--- src/rtl/argmax_pkg.sv ---
// Shared definitions for the streaming argmax block: default widths,
// frame length and the three-state frame FSM encoding.
package argmax_pkg;

    localparam int BIT_DEF  = 16;  // score width, sign-magnitude
    localparam int N_DEF    = 10;  // scores per frame
    localparam int IDXW_DEF = 4;   // index width, 2^IDXW >= N

    typedef enum logic [1:0] {
        ST_IDLE = 2'd0,
        ST_ACC  = 2'd1,
        ST_DONE = 2'd2
    } state_t;

endpackage

--- src/rtl/argmax_stream_top2_sm_greater.sv ---
// Combinational "a ranks strictly above b" for sign-magnitude scores.
// Ranking, strongest first: SAT (negative zero), positives by magnitude,
// +0, negatives with smaller magnitude winning. Equal rank gives 0 so the
// caller keeps the earlier arrival.
module sm_greater #(
    parameter int BIT = 16
) (
    input  logic [BIT-1:0] a,
    input  logic [BIT-1:0] b,
    output logic           a_gt_b
);

    localparam logic [BIT-1:0] SAT = {1'b1, {(BIT-1){1'b0}}};

    logic           a_sat;
    logic           b_sat;
    logic           a_neg;
    logic           b_neg;
    logic [BIT-2:0] a_mag;
    logic [BIT-2:0] b_mag;

    // Rank comparison: SAT first, then sign, then magnitude direction by sign.
    always_comb begin
        a_sat  = (a == SAT);
        b_sat  = (b == SAT);
        a_neg  = a[BIT-1];
        b_neg  = b[BIT-1];
        a_mag  = a[BIT-2:0];
        b_mag  = b[BIT-2:0];
        a_gt_b = 1'b0;
        if (b_sat) begin
            a_gt_b = 1'b0;
        end else if (a_sat) begin
            a_gt_b = 1'b1;
        end else if (!a_neg && b_neg) begin
            a_gt_b = 1'b1;
        end else if (a_neg && !b_neg) begin
            a_gt_b = 1'b0;
        end else if (!a_neg) begin
            a_gt_b = (a_mag > b_mag);
        end else begin
            a_gt_b = (a_mag < b_mag);
        end
    end

endmodule

--- src/rtl/argmax_stream_top2.sv ---
// Streaming argmax: takes N sign-magnitude scores per frame, tracks best
// and second-best by rank, and presents the winner on a held result port.
//
// Handshake: a score transfers on a rising edge where s_valid && s_ready;
// a result transfers on a rising edge where m_valid && m_ready. Once
// m_valid is high it and all result fields stay stable until the transfer.
// s_valid offered while s_ready is low is dropped, never queued.
module argmax_stream_top2
    import argmax_pkg::*;
#(
    parameter int BIT     = BIT_DEF,
    parameter int N       = N_DEF,
    parameter int IDXW    = IDXW_DEF,
    parameter int REV_IDX = 1
) (
    input  logic            clk,
    input  logic            rst_n,
    input  logic            clr,
    input  logic            s_valid,
    output logic            s_ready,
    input  logic [BIT-1:0]  s_data,
    output logic            m_valid,
    input  logic            m_ready,
    output logic [BIT-1:0]  max_val,
    output logic [IDXW-1:0] max_idx,
    output logic [IDXW-1:0] sec_idx,
    output logic            sat_hit
);

    localparam int              CNTW = $clog2(N + 1);
    localparam logic [BIT-1:0]  SAT  = {1'b1, {(BIT-1){1'b0}}};
    localparam logic [CNTW-1:0] CNT_LAST = CNTW'(N - 1);

    state_t          state_q, state_d;
    logic [CNTW-1:0] count_q, count_d;
    logic [BIT-1:0]  best_val_q, best_val_d;
    logic [IDXW-1:0] best_pos_q, best_pos_d;
    logic [BIT-1:0]  sec_val_q, sec_val_d;
    logic [IDXW-1:0] sec_pos_q, sec_pos_d;
    logic            sec_vld_q, sec_vld_d;
    logic            sat_acc_q, sat_acc_d;
    logic            s_ready_q, s_ready_d;
    logic            m_valid_q, m_valid_d;
    logic [BIT-1:0]  max_val_q, max_val_d;
    logic [IDXW-1:0] max_idx_q, max_idx_d;
    logic [IDXW-1:0] sec_idx_q, sec_idx_d;
    logic            sat_hit_q, sat_hit_d;

    logic            gt_best;
    logic            gt_sec;
    logic            accept;
    logic            load_out;
    logic [IDXW-1:0] new_pos;

    // Arrival position to reported index; comparisons always use arrival pos.
    function automatic logic [IDXW-1:0] map_idx(input logic [IDXW-1:0] p);
        if (REV_IDX != 0) begin
            return IDXW'(N - 1) - p;
        end
        return p;
    endfunction

    sm_greater #(.BIT(BIT)) u_gt_best (
        .a      (s_data),
        .b      (best_val_q),
        .a_gt_b (gt_best)
    );

    sm_greater #(.BIT(BIT)) u_gt_sec (
        .a      (s_data),
        .b      (sec_val_q),
        .a_gt_b (gt_sec)
    );

    // Next-state, running best/second update and result register load.
    always_comb begin
        state_d    = state_q;
        count_d    = count_q;
        best_val_d = best_val_q;
        best_pos_d = best_pos_q;
        sec_val_d  = sec_val_q;
        sec_pos_d  = sec_pos_q;
        sec_vld_d  = sec_vld_q;
        sat_acc_d  = sat_acc_q;
        m_valid_d  = m_valid_q;
        max_val_d  = max_val_q;
        max_idx_d  = max_idx_q;
        sec_idx_d  = sec_idx_q;
        sat_hit_d  = sat_hit_q;
        load_out   = 1'b0;
        accept     = s_valid && s_ready_q;
        new_pos    = IDXW'(count_q);

        if (clr) begin
            // Abort: drop the frame; result data stays but is invalid.
            state_d   = ST_IDLE;
            count_d   = '0;
            sec_vld_d = 1'b0;
            sat_acc_d = 1'b0;
            m_valid_d = 1'b0;
            sat_hit_d = 1'b0;
        end else begin
            case (state_q)
                ST_IDLE: begin
                    if (accept) begin
                        best_val_d = s_data;
                        best_pos_d = '0;
                        sec_vld_d  = 1'b0;
                        sat_acc_d  = (s_data == SAT);
                        count_d    = CNTW'(1);
                        if (N == 1) begin
                            state_d  = ST_DONE;
                            load_out = 1'b1;
                        end else begin
                            state_d = ST_ACC;
                        end
                    end
                end
                ST_ACC: begin
                    if (accept) begin
                        if (gt_best) begin
                            sec_val_d  = best_val_q;
                            sec_pos_d  = best_pos_q;
                            sec_vld_d  = 1'b1;
                            best_val_d = s_data;
                            best_pos_d = new_pos;
                        end else if (gt_sec || !sec_vld_q) begin
                            sec_val_d = s_data;
                            sec_pos_d = new_pos;
                            sec_vld_d = 1'b1;
                        end
                        sat_acc_d = sat_acc_q | (s_data == SAT);
                        count_d   = count_q + 1'b1;
                        if (count_q == CNT_LAST) begin
                            state_d  = ST_DONE;
                            load_out = 1'b1;
                        end
                    end
                end
                ST_DONE: begin
                    if (m_valid_q && m_ready) begin
                        state_d   = ST_IDLE;
                        m_valid_d = 1'b0;
                        count_d   = '0;
                    end
                end
                default: begin
                    state_d = ST_IDLE;
                end
            endcase

            if (load_out) begin
                max_val_d = best_val_d;
                max_idx_d = map_idx(best_pos_d);
                sec_idx_d = map_idx(sec_pos_d);
                sat_hit_d = sat_acc_d;
                m_valid_d = 1'b1;
            end
        end

        s_ready_d = (state_d != ST_DONE);
    end

    // State and data registers; reset clears everything including s_ready.
    always_ff @(posedge clk or negedge rst_n) begin
        if (!rst_n) begin
            state_q    <= ST_IDLE;
            count_q    <= '0;
            best_val_q <= '0;
            best_pos_q <= '0;
            sec_val_q  <= '0;
            sec_pos_q  <= '0;
            sec_vld_q  <= 1'b0;
            sat_acc_q  <= 1'b0;
            s_ready_q  <= 1'b0;
            m_valid_q  <= 1'b0;
            max_val_q  <= '0;
            max_idx_q  <= '0;
            sec_idx_q  <= '0;
            sat_hit_q  <= 1'b0;
        end else begin
            state_q    <= state_d;
            count_q    <= count_d;
            best_val_q <= best_val_d;
            best_pos_q <= best_pos_d;
            sec_val_q  <= sec_val_d;
            sec_pos_q  <= sec_pos_d;
            sec_vld_q  <= sec_vld_d;
            sat_acc_q  <= sat_acc_d;
            s_ready_q  <= s_ready_d;
            m_valid_q  <= m_valid_d;
            max_val_q  <= max_val_d;
            max_idx_q  <= max_idx_d;
            sec_idx_q  <= sec_idx_d;
            sat_hit_q  <= sat_hit_d;
        end
    end

    assign s_ready = s_ready_q;
    assign m_valid = m_valid_q;
    assign max_val = max_val_q;
    assign max_idx = max_idx_q;
    assign sec_idx = sec_idx_q;
    assign sat_hit = sat_hit_q;

endmodule

--- config.mk ---
export PLATFORM = sky130hd
export DESIGN_NAME = argmax_stream_top2
export DESIGN_NICKNAME = d
export VERILOG_FILES = /design/src/rtl/argmax_pkg.sv /design/src/rtl/argmax_stream_top2_sm_greater.sv /design/src/rtl/argmax_stream_top2.sv
export SDC_FILE = /design/constraint.sdc
export NUM_CORES = 1
export LEC_CHECK = 0
export BUFFER_PORTS_ARGS = -buffer_cell sky130_fd_sc_hd__buf_2
export CAP_MARGIN = 20
export CORE_AREA = 3 3 96 98
export DETAILED_ROUTE_END_ITERATION = 7
export DIE_AREA = 0 0 99 101
export HOLD_SLACK_MARGIN = 0.03
export PLACE_DENSITY = 0.75
export REMOVE_ABC_BUFFERS = 1
export SYNTH_ARGS = -nofsm -noshare
export SYNTH_HDL_FRONTEND = slang
export SYNTH_SLANG_ARGS = --single-unit
--- constraint.sdc ---
create_clock -name clk -period 3 [get_ports clk]
set_input_delay 0.15 -clock clk [delete_from_list [all_inputs] [get_ports clk]]
set_output_delay 0.15 -clock clk [all_outputs]
set_load 0.01 [all_outputs]
==> key figures <==
Run status
  • Status: finished with violations
  • Failing checks: negative setup slack

Worst setup path
  • Reg2reg setup slack: -0.07 ns
  • CP Capture Type: register
  • CP arrival: 3.31 ns
  • Startpoint Class: register
  • Critical Path Fanout Max: 3
  • Critical path type: register to register
  • Worst path required time: 3.24 ns
  • Cells on worst reg2reg path: 14

Clocking
  • TritonCTS Buffers: 9
  • Clk buf depth: 2
  • Clk pin slew, worst setup/hold paths: 0.09 ns
  • TritonCTS clock tree: built
  • H-tree levels: 3
  • CTS root buf: clkbuf_8
  • Worst skew pair latency: 0.36 ns
  • CTS Sinks: 75

Timing
  • Max_slew headroom: 37.3%
  • RSZ-0062 raised after global routing: true
  • Final period utilization: 102%
  • Worst hold slack: 0.0849 ns
  • Setup ws final: -0.0731 ns
  • Fmax achieved: 325 MHz
  • Worst-margin pin slew: 0.940 ns
  • Tmin final: 3.07 ns
  • Setup violations, final: 1
  • Final hold vios: 0
  • Final max-slew violation count: 0
  • Max Clock Skew: 0.0122 ns

Placed design
  • RD Place Congestion: 0.953
  • Pre-CTS setup slack: -0.177 ns
  • Placed wire-length estimate: 9.12 mm
  • Port Buf Inserts: 47

Floorplan
  • Initial Utilization: 52.2%
  • Core area: 8550 µm²
  • Die width: 99 µm
  • Cell row count: 34
  • Full die area: 10000 µm²
  • Die height: 101 µm
  • Ports: 48

Routing
  • Post-Route WL: 13.3 mm
  • Vias: 4353
  • Routed Antenna Nets: 0
  • Initial drt markers: 302
  • First-pass DRT Iterations: 5
  • WL per Instance: 18.6 µm
  • Vias per inst: 6.09
  • DR DRC count: 0

Synth
  • Cells after Synth: 474
  • Asr flop ratio synth: 100%
  • Synth Flop Type: dfrtp_1
  • Syn avg cell area: 9.42 µm²
  • Yosys Warn Count: 0
  • #FFs+latches synth: 75
  • Register area share after synthesis: 42.1%
  • Count of different cell masters after synthesis: 50
  • Post-synth EDFFs: 0
  • Synth Cell Area: 4460 µm²

Finish
  • Area Overhead vs Synth: 33.2%
  • Fill cells: 598
  • Layout cell share with drive strength beyond 1: 32.0%
  • Final design utilization: 69.5%
  • ANT cells: 0
  • Post-layout nets: 661

Global routing
  • GRT Resource Usage Total: 25.9%
  • Grt total ovfl: 0
  • Initial antenna violation count: 0
  • Vias in the first global route: 4188
  • Largest net degree at the start of global routing: 76
  • Global-route wire length before repair: 20.5 mm

Power
  • Leakage power figure: 2.89 nW
  • Max IR drop VDD: 0.000544 V
  • Power Dens Cells: 641 nW/µm²

Job
  • Max-Cap Viols: 0

Hold path
  • Hold depth: 2
  • Hold Path Class: primary input to register
## Yosys cell counts (4+ instances only)
cell / count / share of area [%]
clkbuf_1: 14 / 1.2
nand3b_1: 4 / 0.67
nor4_1: 9 / 1.3
a22o_1: 17 / 3.3
nand3_1: 4 / 0.45
nor3_1: 5 / 0.56
inv_1: 37 / 3.1
nor2_1: 47 / 4.0
nand2_1: 50 / 4.2
nand4_1: 7 / 0.98
mux2i_1: 18 / 4.0
a221oi_1: 19 / 3.7
ha_1: 38 / 11
o21ai_0: 35 / 3.9
mux2_2: 6 / 1.5
a21oi_1: 21 / 2.4
a211oi_1: 5 / 0.84
buf_2: 4 / 0.45
dfrtp_1: 75 / 42
## sequential cells by signal (all words and copies together) (netlist names)
signal and flops:
sat_hit 1, best_pos_q 4, max_val 16, state_q 2, count_q 4, s_ready 1, sec_pos_q 4, m_valid 1
sec_idx 4, max_idx 4, sat_acc_q 1, sec_vld_q 1, sec_val_q 16, best_val_q 16
## metal layers
metal  vias to the layer above  GRT usage (%)  wire [µm]
met3                        45           4.08       1010
met2                       218           42.0       6450
met4                         0           12.3        469
li1                       1992              -          -
met1                      2098           34.0       5380
met5                         -              0          0
## metrics by stage
step	setup TNS (ns)	instance area, µm²	cells	power (mW)
6_report	-0.0731	5940	715	3.81
5_1_grt	-0.901	5940	715	4.01
4_1_cts	0	5680	705	3.60
3_5_place_dp	-0.231	5310	682	2.57
3_3_place_gp	-0.0580	5310	682	2.51
2_1_floorplan	-14.16	4380	454	1.98
## area by class of cell
type                    count  area (µm²)  share of cell area [%]
clock inverters             4        97.6                    1.64
clock buffers              12         145                    2.44
well taps                 108         135                    2.27
multi-input cells         343        2610                    43.9
flip-flops and latches     75        1880                    31.6
inverters                  37         139                    2.34
repair buffers            136         941                    15.8
## placed cells by master (no fill, tap or decap), drive strengths merged, types with 6 or more instances in the layout
master,netlist,routed
a221oi,19,19
nor4,9,9
dfrtp,75,75
buf,6,135
mux2,6,6
nor2,47,47
ha,38,38
a22o,17,17
clkbuf,14,12
o21ai,36,36
inv,37,37
mux2i,18,18
nand2,51,51
nand4,7,7
a21oi,22,23
## final timing paths
check                                   start             end
worst max-delay path            sec_val_q[10]      sec_idx[3]
worst min-delay path               s_data[11]  best_val_q[11]
worst max register to register  sec_val_q[10]      sec_idx[3]
worst min register to register     sec_idx[2]      sec_idx[2]
max in group asynchronous               rst_n    sec_val_q[2]
min in group asynchronous               rst_n      max_val[7]
## power by group
group	internal [mW]	total [mW]	switching [mW]
Sequential	1.18	1.30	0.121
Combinational	0.753	1.55	0.793
Clock	0.577	0.967	0.390
Total	2.51	3.81	1.30
## critical path, cell delays in order (launching register included)
cell and delay, ns:
dfrtp_1 0.35, inv_1 0.05, ha_1 0.32, a21oi_2 0.18
o21ai_1 0.10, a221oi_2 0.34, nand2_1 0.16, o311ai_4 0.30
mux2_4 0.34, o21ai_2 0.14, o21a_1 0.14, ha_2 0.18
nor3b_1 0.06, a221oi_2 0.22, nand2_1 0.07
## cells by family (layout without fill, tap and decap cells)
family | after synthesis | count (layout) | synth area share (%)
and+or+nand+nor | 151 | 151 | 16.4
buffers and inverters | 57 | 189 | 5.07
muxes | 24 | 24 | 5.55
adders and majority gates | 38 | 38 | 10.7
DFF | 75 | 75 | 42.1
AOI/OAI and AO/OA | 129 | 130 | 20.2
## repair_timing
action                                  4_1_cts  5_1_grt
pin swaps                                     7       19
endpoints found under the hold margin        75        0
cloned                                        1        2
gates resized for setup                      16       33
endpoints found under the setup margin        3       55
hold buffers                                  1        0
setup buffers                                 5        8
(Power assumes the default switching activity.)
